===== src/rtl/serial_fifo_ctrl_if.sv =====
// Bus bundle between devctrl, the UART pair and serial_fifo_ctrl.
// master: devctrl/UART side (drives strobes, rx bytes, busy); slave: the controller.
// Ports: CPU access strobe/data, COM interrupt, rx byte pulse, tx start/data/busy.
interface serial_fifo_ctrl_if;
    // CPU access side (devctrl com* strobes)
    logic        enable_i;
    logic        readEnable_i;
    logic        mode_i;
    logic [31:0] dataSave_i;
    logic [31:0] dataLoad_o;
    logic        int_o;
    // async_receiver side
    logic        rxdReady_i;
    logic [7:0]  rxdData_i;
    // async_transmitter side
    logic        txdBusy_i;
    logic        txdStart_o;
    logic [7:0]  txdData_o;

    modport master (
        output enable_i, readEnable_i, mode_i, dataSave_i,
        output rxdReady_i, rxdData_i, txdBusy_i,
        input  dataLoad_o, int_o, txdStart_o, txdData_o
    );

    modport slave (
        input  enable_i, readEnable_i, mode_i, dataSave_i,
        input  rxdReady_i, rxdData_i, txdBusy_i,
        output dataLoad_o, int_o, txdStart_o, txdData_o
    );
endinterface


===== src/rtl/serial_fifo_ctrl.sv =====
// Buffered COM-port controller: RX FIFO from async_receiver, TX FIFO drained into async_transmitter.
// Latency: reads combinational in the strobe cycle; int_o registered one cycle after RX occupancy changes.
// Backpressure: none upstream; RX bytes into a full FIFO are dropped (sticky ovr), CPU writes into a full TX FIFO are dropped.
//
// Ports (bundled in serial_fifo_ctrl_if.slave, plus clk25 and synchronous active-high rst):
//   enable_i/readEnable_i/mode_i/dataSave_i -> CPU access, dataLoad_o read data, int_o COM interrupt
//   rxdReady_i/rxdData_i -> received byte pulse, txdBusy_i/txdStart_o/txdData_o -> transmitter handshake
// Optional build macro SERIAL_LOOPBACK_EN: adds the lpbk control bit (STATUS bit1 write, bit4 read)
// that routes TX bytes straight back into the RX FIFO instead of the transmitter.
module serial_fifo_ctrl #(
    parameter int RX_AW = 4,
    parameter int TX_AW = 4
) (
    input  logic               clk25,
    input  logic               rst,
    serial_fifo_ctrl_if.slave  bus
);

    localparam int RX_DEPTH = 1 << RX_AW;
    localparam int TX_DEPTH = 1 << TX_AW;
    localparam logic [RX_AW:0] RX_PTR_ONE = 1;
    localparam logic [TX_AW:0] TX_PTR_ONE = 1;

    typedef enum logic [1:0] {
        IDLE,
        START,
        WAIT_BUSY,
        WAIT_DONE
    } state_t;

    // ------------------------------------------------------------------
    // State
    // ------------------------------------------------------------------
    logic [7:0]     rx_mem [RX_DEPTH];
    logic [RX_AW:0] rx_wr_ptr;
    logic [RX_AW:0] rx_rd_ptr;

    logic [7:0]     tx_mem [TX_DEPTH];
    logic [TX_AW:0] tx_wr_ptr;
    logic [TX_AW:0] tx_rd_ptr;

    state_t         state;
    state_t         state_nxt;
    logic [1:0]     wait_cnt;
    logic [1:0]     wait_cnt_nxt;
    logic [7:0]     txd_dat;
    logic           ovr;
    logic           rx_int_en;
    logic           int_q;
    logic           lpbk;

    // ------------------------------------------------------------------
    // FIFO status
    // ------------------------------------------------------------------
    logic       rx_empty;
    logic       rx_full;
    logic [7:0] rx_head;
    logic       tx_empty;
    logic       tx_full;
    logic [7:0] tx_head;

    // Pointers carry one extra wrap bit: equal -> empty, only the wrap bit differs -> full.
    assign rx_empty = (rx_wr_ptr == rx_rd_ptr);
    assign rx_full  = (rx_wr_ptr[RX_AW] != rx_rd_ptr[RX_AW]) &&
                      (rx_wr_ptr[RX_AW-1:0] == rx_rd_ptr[RX_AW-1:0]);
    assign rx_head  = rx_mem[rx_rd_ptr[RX_AW-1:0]];

    assign tx_empty = (tx_wr_ptr == tx_rd_ptr);
    assign tx_full  = (tx_wr_ptr[TX_AW] != tx_rd_ptr[TX_AW]) &&
                      (tx_wr_ptr[TX_AW-1:0] == tx_rd_ptr[TX_AW-1:0]);
    assign tx_head  = tx_mem[tx_rd_ptr[TX_AW-1:0]];

    // ------------------------------------------------------------------
    // CPU access decode. Accesses in the reset cycle are ignored entirely
    // so a read there has no pop/clear side effect and returns 0.
    // ------------------------------------------------------------------
    logic cpu_rd;
    logic cpu_wr;
    logic data_rd;
    logic stat_rd;
    logic data_wr;
    logic stat_wr;

    assign cpu_rd  = bus.enable_i &&  bus.readEnable_i && !rst;
    assign cpu_wr  = bus.enable_i && !bus.readEnable_i && !rst;
    assign data_rd = cpu_rd && !bus.mode_i;
    assign stat_rd = cpu_rd &&  bus.mode_i;
    assign data_wr = cpu_wr && !bus.mode_i;
    assign stat_wr = cpu_wr &&  bus.mode_i;

    // ------------------------------------------------------------------
    // Drain FSM (next state / outputs)
    // ------------------------------------------------------------------
    logic tx_pop;
    logic load_txd;
    logic lb_move;

    always_comb begin
        state_nxt    = state;
        wait_cnt_nxt = wait_cnt;
        tx_pop       = 1'b0;
        load_txd     = 1'b0;
        lb_move      = 1'b0;
        case (state)
            IDLE: begin
                if (!tx_empty) begin
                    if (lpbk) begin
                        // Loopback: byte moves TX head -> RX tail in one cycle, transmitter untouched.
                        tx_pop  = 1'b1;
                        lb_move = 1'b1;
                    end else if (!bus.txdBusy_i) begin
                        tx_pop    = 1'b1;
                        load_txd  = 1'b1;
                        state_nxt = START;
                    end
                end
            end
            START: begin
                wait_cnt_nxt = 2'd0;
                state_nxt    = WAIT_BUSY;
            end
            WAIT_BUSY: begin
                // A transmitter that never raises busy is treated as done after
                // three cycles so the queue cannot stall forever.
                if (bus.txdBusy_i) begin
                    state_nxt = WAIT_DONE;
                end else if (wait_cnt == 2'd2) begin
                    state_nxt = IDLE;
                end else begin
                    wait_cnt_nxt = wait_cnt + 2'd1;
                end
            end
            WAIT_DONE: begin
                if (!bus.txdBusy_i) begin
                    state_nxt = IDLE;
                end
            end
            default: begin
                state_nxt = IDLE;
            end
        endcase
    end

    // ------------------------------------------------------------------
    // FIFO push/pop qualification
    // ------------------------------------------------------------------
    logic       rx_push_req;
    logic [7:0] rx_push_dat;
    logic       rx_push;
    logic       rx_pop;
    logic       rx_drop;
    logic       tx_push;

    // In loopback the receiver is ignored; the drain FSM is the only RX source.
    assign rx_push_req = lpbk ? lb_move : bus.rxdReady_i;
    assign rx_push_dat = lpbk ? tx_head : bus.rxdData_i;

    assign rx_pop  = data_rd && !rx_empty;
    // A pop in the same cycle frees the slot being written, so full+pop still accepts.
    assign rx_push = rx_push_req && (!rx_full || rx_pop);
    assign rx_drop = rx_push_req &&   rx_full && !rx_pop;
    assign tx_push = data_wr && (!tx_full || tx_pop);

    // ------------------------------------------------------------------
    // Storage arrays (no reset: contents are qualified by the pointers)
    // ------------------------------------------------------------------
    always_ff @(posedge clk25) begin
        if (rx_push) begin
            rx_mem[rx_wr_ptr[RX_AW-1:0]] <= rx_push_dat;
        end
        if (tx_push) begin
            tx_mem[tx_wr_ptr[TX_AW-1:0]] <= bus.dataSave_i[7:0];
        end
    end

    // ------------------------------------------------------------------
    // Control registers
    // ------------------------------------------------------------------
    always_ff @(posedge clk25) begin
        if (rst) begin
            rx_wr_ptr <= '0;
            rx_rd_ptr <= '0;
            tx_wr_ptr <= '0;
            tx_rd_ptr <= '0;
            state     <= IDLE;
            wait_cnt  <= 2'd0;
            txd_dat   <= 8'h00;
            ovr       <= 1'b0;
            rx_int_en <= 1'b1;
            int_q     <= 1'b0;
        end else begin
            state    <= state_nxt;
            wait_cnt <= wait_cnt_nxt;

            if (rx_push) rx_wr_ptr <= rx_wr_ptr + RX_PTR_ONE;
            if (rx_pop)  rx_rd_ptr <= rx_rd_ptr + RX_PTR_ONE;
            if (tx_push) tx_wr_ptr <= tx_wr_ptr + TX_PTR_ONE;
            if (tx_pop)  tx_rd_ptr <= tx_rd_ptr + TX_PTR_ONE;

            if (load_txd) txd_dat <= tx_head;

            // A drop in the same cycle as a STATUS read must not be lost,
            // so setting wins over the read-clear.
            if (rx_drop) begin
                ovr <= 1'b1;
            end else if (stat_rd) begin
                ovr <= 1'b0;
            end

            if (stat_wr) rx_int_en <= bus.dataSave_i[0];

            int_q <= rx_int_en && !rx_empty;
        end
    end

`ifdef SERIAL_LOOPBACK_EN
    always_ff @(posedge clk25) begin
        if (rst) begin
            lpbk <= 1'b0;
        end else if (stat_wr) begin
            lpbk <= bus.dataSave_i[1];
        end
    end
`else
    assign lpbk = 1'b0;
`endif

    // ------------------------------------------------------------------
    // Outputs
    // ------------------------------------------------------------------
    logic        tx_idle;
    logic [31:0] stat_word;

    assign tx_idle   = tx_empty && (state == IDLE) && !bus.txdBusy_i;
    assign stat_word = {27'h0, lpbk, tx_idle, ovr, !rx_empty, !tx_full};

    always_comb begin
        bus.dataLoad_o = 32'h0;
        if (data_rd) begin
            bus.dataLoad_o = rx_empty ? 32'h0 : {24'h0, rx_head};
        end else if (stat_rd) begin
            bus.dataLoad_o = stat_word;
        end
    end

    // Gated with rst so a reset arriving in START suppresses the pulse immediately.
    assign bus.txdStart_o = (state == START) && !rst;
    assign bus.txdData_o  = txd_dat;
    assign bus.int_o      = int_q;

endmodule


===== src/flat_wrapper.sv =====
// flat-port wrapper written by rule: the top's interface ports become plain ports
module serial_fifo_ctrl_flat 
#(
    parameter int RX_AW = 4,
    parameter int TX_AW = 4
)
  (clk25, rst, bus_enable_i, bus_readEnable_i, bus_mode_i, bus_dataSave_i, bus_rxdReady_i, bus_rxdData_i, bus_txdBusy_i, bus_dataLoad_o, bus_int_o, bus_txdStart_o, bus_txdData_o);
  serial_fifo_ctrl_if bus_i ();
  input  logic clk25;
  input  logic rst;
  input wire logic [$bits(bus_i.enable_i)-1:0] bus_enable_i;
  input wire logic [$bits(bus_i.readEnable_i)-1:0] bus_readEnable_i;
  input wire logic [$bits(bus_i.mode_i)-1:0] bus_mode_i;
  input wire logic [$bits(bus_i.dataSave_i)-1:0] bus_dataSave_i;
  input wire logic [$bits(bus_i.rxdReady_i)-1:0] bus_rxdReady_i;
  input wire logic [$bits(bus_i.rxdData_i)-1:0] bus_rxdData_i;
  input wire logic [$bits(bus_i.txdBusy_i)-1:0] bus_txdBusy_i;
  output wire logic [$bits(bus_i.dataLoad_o)-1:0] bus_dataLoad_o;
  output wire logic [$bits(bus_i.int_o)-1:0] bus_int_o;
  output wire logic [$bits(bus_i.txdStart_o)-1:0] bus_txdStart_o;
  output wire logic [$bits(bus_i.txdData_o)-1:0] bus_txdData_o;
  assign bus_i.enable_i = bus_enable_i;
  assign bus_i.readEnable_i = bus_readEnable_i;
  assign bus_i.mode_i = bus_mode_i;
  assign bus_i.dataSave_i = bus_dataSave_i;
  assign bus_i.rxdReady_i = bus_rxdReady_i;
  assign bus_i.rxdData_i = bus_rxdData_i;
  assign bus_i.txdBusy_i = bus_txdBusy_i;
  assign bus_dataLoad_o = bus_i.dataLoad_o;
  assign bus_int_o = bus_i.int_o;
  assign bus_txdStart_o = bus_i.txdStart_o;
  assign bus_txdData_o = bus_i.txdData_o;
  serial_fifo_ctrl #(.RX_AW(RX_AW), .TX_AW(TX_AW)) u_core (.clk25(clk25), .rst(rst), .bus(bus_i));
endmodule

===== config.mk =====
export PLATFORM = sky130hd
export DESIGN_NAME = serial_fifo_ctrl_flat
export DESIGN_NICKNAME = d
export VERILOG_FILES = /design/src/rtl/serial_fifo_ctrl_if.sv /design/src/rtl/serial_fifo_ctrl.sv /design/src/flat_wrapper.sv
export SDC_FILE = /design/constraint.sdc
export NUM_CORES = 1
export LEC_CHECK = 0
export CAP_MARGIN = 25
export CORE_MARGIN = 8
export CORE_UTILIZATION = 45
export CTS_BUF_LIST = sky130_fd_sc_hd__clkbuf_4 sky130_fd_sc_hd__clkbuf_8
export DETAILED_ROUTE_END_ITERATION = 7
export GPL_ROUTABILITY_DRIVEN = 1
export GPL_TIMING_DRIVEN = 0
export PLACE_DENSITY_LB_ADDON = 0.12
export SETUP_SLACK_MARGIN = 0.02
export SYNTH_ARGS = -nofsm -noshare
export SYNTH_HDL_FRONTEND = slang
export SYNTH_SLANG_ARGS = --single-unit

===== constraint.sdc =====
create_clock -name clk25 -period 3.6 [get_ports clk25]
set_clock_uncertainty 0.2 [all_clocks]
set_input_delay 1.08 -clock clk25 [delete_from_list [all_inputs] [get_ports clk25]]
set_output_delay 1.08 -clock clk25 [all_outputs]
set_load 0.01 [all_outputs]

# == Word-level counts from Yosys, hierarchy flattened ==
# Memory sizes are Yosys's and may differ from the RTL's. A register that Yosys moved wholly into a read port is not among the register bits.
# Cells that the tools add are included.
# totals
inputBits,47
output_inout_bits,42
regBits,27
mem_bits_rw,256
mem_count,2
elab_cells,89
# mem_list
name,words,width,read_ports,rd_clocked_by_memory_dff,wr,line_no,source
u_core.rx_mem,16,8,1,1,1,serial_fifo_ctrl.sv:34,logic [7:0] rx_mem [RX_DEPTH];
u_core.tx_mem,16,8,1,1,1,serial_fifo_ctrl.sv:38,logic [7:0] tx_mem [TX_DEPTH];
# op_classes
n_reduce_logical,34
eq_ne,16
n_mux,23
addsub,5
# op_table
operator,n
2-to-1 mux 32 bit,1
"adder 5 x 1 -> 5 bit, second input constant",4
logical AND 1 bit,19
2-to-1 mux 2 bit,7
2-to-1 mux 4 bit,3
== test 5 bit,2
"inequality test 2 bit, second input constant",5
2-to-1 mux 1 bit,9
== test 4 bit,2
zero test 1 bit,8
2-to-1 mux 8 bit,1
case mux 2 bit (4 select lines),1
"== test 2 bit, second input constant",3
case mux 2 bit (2 select lines),1
AND reduction 4 bit,1
nonzero test 2 bit,2
"inequality test 3 x 2 -> 1 bit, second input constant",1
AND reduction 3 bit,1
"adder 2 x 1 -> 2 bit, second input constant",1
"== test 2 x 1 -> 1 bit, second input constant",1
zero test 2 bit,1
logical OR 1 bit,2
inequality test 1 bit,2

# == Longest topological paths before layout ==
# logic_depth
ltp_word,8
depth_mapped,8
ltp_nobuf,6

# == Worst setup path after synthesis ==
# No wires, ideal clock.
# synth_timing
path_kind,input to register
from,input bus_readEnable_i
to,"memory u_core.tx_mem[3][0], enable pin"
cell_stages,3
arrival_ns,2.778
path_buffers,0
setup_slack_ns,0.238
setup_time_ns,0.383
t_required_ns,3.017
path_cell_list,or4b_2 a211o_4 nor3_1
# synth_between
elab_chain_len,7
# synth_rtl
item,line_no,source
"start, declared",flat_wrapper.sv:12,input wire logic [$bits(bus_i.readEnable_i)-1:0] bus_readEnable_i;
zero test 1 bit,serial_fifo_ctrl.sv:85,assign cpu_wr = bus.enable_i && !bus.readEnable_i && !rst;
logical AND 1 bit (2 in a row),serial_fifo_ctrl.sv:85,
logical AND 1 bit,serial_fifo_ctrl.sv:88,assign data_wr = cpu_wr && !bus.mode_i;
logical AND 1 bit,serial_fifo_ctrl.sv:162,assign tx_push = data_wr && (!tx_full || tx_pop);
2-to-1 mux 1 bit,serial_fifo_ctrl.sv:171,if (tx_push) begin
2-to-1 mux 1 bit (implied by the code),serial_fifo_ctrl.sv:172,tx_mem[tx_wr_ptr[TX_AW-1:0]] <= bus.dataSave_i[7:0];
"end, declared",serial_fifo_ctrl.sv:38,
# Every way passes these cells.

==> results.py <==
metrics = {
    "layout": {
        "final_common_cell": "edfxtp_1",
        "final_nets": 885,
        "area_growth_pct": 17.97,
        "final_cell_mix": "256 x edfxtp_1, 57 x mux4_2, 50 x clkbuf_8, 41 x buf_4",
        "design_area_um2": 14240,
        "multi_input_area_um2": 3417,
        "n_fill_cell": 2113,
        "seqCellArea_um2": 8469,
        "drive_gt1_share_pct": 30.08,
        "diodes": 0,
    },
    "timing": {
        "setup_viol": 8,
        "tightest_slew_ns": 1.021,
        "tns_ns": -0.6306,
        "period_needed_ns": 3.725,
        "hold_viol": 0,
        "finalMaxSlewViolations": 0,
        "setup_slack_ns": -0.1245,
        "rsz0062_at_grt": "true",
        "achievable-frequency_ghz": 0.2685,
        "layout_worst_path_cycle_share_pct": 103.5,
        "relSlewSlack_pct": 31.78,
        "hold_slack_ns": 0.2882,
    },
    "global_routing": {
        "grt_pass1_vias": 6852,
        "grt_util_met3_pct": 3.710,
        "grt_busiest_layer": "met2",
        "grt_max_degree": 18,
        "grt_util_met2_pct": 25.15,
        "track_usage_pct": 16.23,
        "grt_overflow_total": 0,
        "use_met1_pct": 22.28,
        "antenna_found_initial": 0,
        "grt_pass1_wl_mm": 40.51,
    },
    "placement": {
        "numPortBuffers": 40,
        "place_ws_ns": -1.038,
        "gp_congestion": 0.7806,
        "place_area_um2": 12990,
        "dp_hpwl_mm": 17.49,
    },
    "clock_network": {
        "worstSkewPairLatency_ns": 0.56,
        "cts_num_sinks": 295,
        "h-tree-depth": 2,
        "cts_max_path_buffers": 3,
        "cts_tree": "built",
        "cts_buffers": 47,
        "ctsRootBufferMaster": "clkbuf_8",
        "path_clk_slew_ns": 0.06,
        "hold_buffers": 0,
    },
    "critical_path": {
        "crit_path_max_incr_delay_ns": 0.50,
        "cp_top_family": "multiplexers",
        "crit_slowest_cell": "mux4_2",
        "start_kind": "register",
        "path_buf_inv": 3,
        "path_cells": "buf_6 > buf_12 > mux4_2 > mux4_2 > nor2_1 > nor3_1 > buf_2",
        "rr_worst_depth": 7,
        "cp-end-kind": "output pin",
        "crit_path_frequent_cell": "mux4_2",
        "crit_type": "register to output pin",
        "cp.required_ns": 2.32,
        "arrival_ns": 2.44,
        "cp.depth": 7,
        "crit_fanout": 7,
    },
    "die": {
        "fp.dieH_um": 179.8,
        "rows": 60,
        "initial_utilization_pct": 45.31,
        "die_x_um": 179.8,
        "io_pins": 89,
        "fp.dieArea_um2": 32330,
        "core_area_um2": 26650,
    },
    "logic_synthesis": {
        "synth_edf_count": 256,
        "async_reset_ff_share_pct": 0,
        "netlist-cell-type-count": 50,
        "synthFlopType": "edfxtp_1",
        "avgSynthCellArea_um2": 17.30,
        "ys_seq_area_share_pct": 70.13,
        "ys_ff_latch": 295,
        "synth.yosys.warnings": 0,
        "synth_cells": 698,
        "syn_area_um2": 12070,
    },
    "routing": {
        "post-route-drc-count": 0,
        "drt-total-wl_mm": 26.54,
        "drt_pass1_iterations": 5,
        "viasPerCell": 5.449,
        "antenna_left": 0,
        "dr.first_iter.drc_count": 439,
        "avgRoutedWirePerCell_um": 22.08,
        "vias": 6550,
    },
    "pwr": {
        "p_leak_nw": 4.826,
        "ir_drop_mv": 0.2746,
        "p_per_area_nw_per_um2": 481.3,
    },
    "flow_run": {
        "drv_cap": 0,
    },
    "hold_path": {
        "whs_path_depth": 2,
        "min_path_type": "register to register",
    },
    "outcome": {
        "status": "finished with violations",
        "failed_checks": "negative setup slack",
    },
}
## sequential cells by signal, summed over array words and instances (netlist names), named ones only
name,flops
u_core.bus.int_o,1
u_core.bus.txdData_o,8
u_core.ovr,1
u_core.rx_int_en,1
u_core.rx_mem,128
u_core.rx_rd_ptr,5
u_core.rx_wr_ptr,5
u_core.state,2
u_core.tx_mem,128
u_core.tx_rd_ptr,5
u_core.tx_wr_ptr,5
u_core.wait_cnt,2
## path summary, 6_finish.rpt
kind / from / end / slack (ns)
setup / recovery: register / bus_dataLoad_o[1] / -0.12
hold / removal: u_core.rx_int_en$_SDFFE_PP1P_ / u_core.rx_int_en$_SDFFE_PP1P_ / 0.29
setup reg to reg: u_core.state[1]$_SDFFE_PP0P_ / u_core.tx_mem[13][2]$_DFFE_PP_ / 0.74
hold reg to reg: u_core.rx_int_en$_SDFFE_PP1P_ / u_core.rx_int_en$_SDFFE_PP1P_ / 0.29
## routing by layer
layer	wire length [um]	vias to the layer above
met4	719	0
met3	1404	53
li1	-	2967
met5	0	-
met2	12100	187
met1	12310	3343
## power breakdown
group          internal (mW)  switching, mW  total (mW)
combinational          0.159          0.207       0.365
sequential              3.75         0.0186        3.77
clock                   1.47           1.25        2.72
total                   5.38           1.47        6.86
## timing repair
action / CTS / global route
resized for setup: 83 / 11
cloned: 1 / 0
setup endpoints to repair: 17 / 8
setup buffers: 10 / 5
pin swaps: 14 / 10
## worst reg2reg max path, cell delays in order, from the launching register on
cell	delay, ns
dfxtp_1	0.29
clkbuf_1	0.18
or3_4	0.37
buf_6	0.14
nor2b_4	0.13
a21oi_2	0.36
buf_2	0.27
and3_1	0.54
## cells in the mapped netlist (2+ instances only)
library cell | instances | area share (%)
edfxtp_1 | 256 | 64
mux4_2 | 57 | 11
dfxtp_1 | 39 | 6.5
nor2_1 | 39 | 1.2
a211oi_1 | 28 | 1.7
and3_1 | 28 | 1.5
buf_4 | 27 | 1.7
nor2b_1 | 24 | 1.2
nor3_1 | 19 | 0.79
clkbuf_1 | 16 | 0.50
mux2_2 | 16 | 1.5
buf_2 | 13 | 0.54
nand2_1 | 12 | 0.37
ha_1 | 11 | 1.1
xnor2_1 | 11 | 0.80
xor2_1 | 10 | 0.73
o22ai_1 | 9 | 0.47
inv_1 | 8 | 0.25
mux2i_1 | 8 | 0.66
nand3_1 | 7 | 0.29
a22oi_1 | 6 | 0.37
o21ai_0 | 6 | 0.25
a21oi_1 | 5 | 0.21
buf_6 | 5 | 0.47
nand2b_1 | 3 | 0.16
nand3b_1 | 3 | 0.19
o211ai_1 | 3 | 0.19
a21o_1 | 2 | 0.12
a21oi_2 | 2 | 0.15
and2_1 | 2 | 0.10
buf_1 | 2 | 0.062
nor3b_1 | 2 | 0.12
or3_1 | 2 | 0.10
## cell type report
| cell class | count | area share (%) |
|---|---|---|
| Multi-Input combinational cell | 355 | 23.99 |
| Tap cell | 341 | 2.995 |
| Timing Repair Buffer | 57 | 3.733 |
| Clock inverter | 15 | 0.5973 |
| Sequential cell | 295 | 59.46 |
| Inverter | 8 | 0.2108 |
| Buffer | 63 | 3.233 |
| Clock buffer | 68 | 5.780 |
## logic make-up after synthesis
group | share of synthesized area [%]
mux | 12.88
simple gates | 6.767
compound gates | 4.031
buf+inv | 3.492
fa+ha+maj | 1.140
flops | 70.13
other cells | 0.03106
xor+xnor | 1.523
## stage by stage
step	utilization, %	total power, mW	std cells
4_1_cts	53.09	6.906	1196
3_3_place_gp	48.73	4.158	1102
3_5_place_dp	48.75	4.173	1102
2_1_floorplan	-	4.020	721
6_report	53.45	6.856	1202
5_1_grt	53.45	7.101	1202
Power figures use the tool's default switching activity.
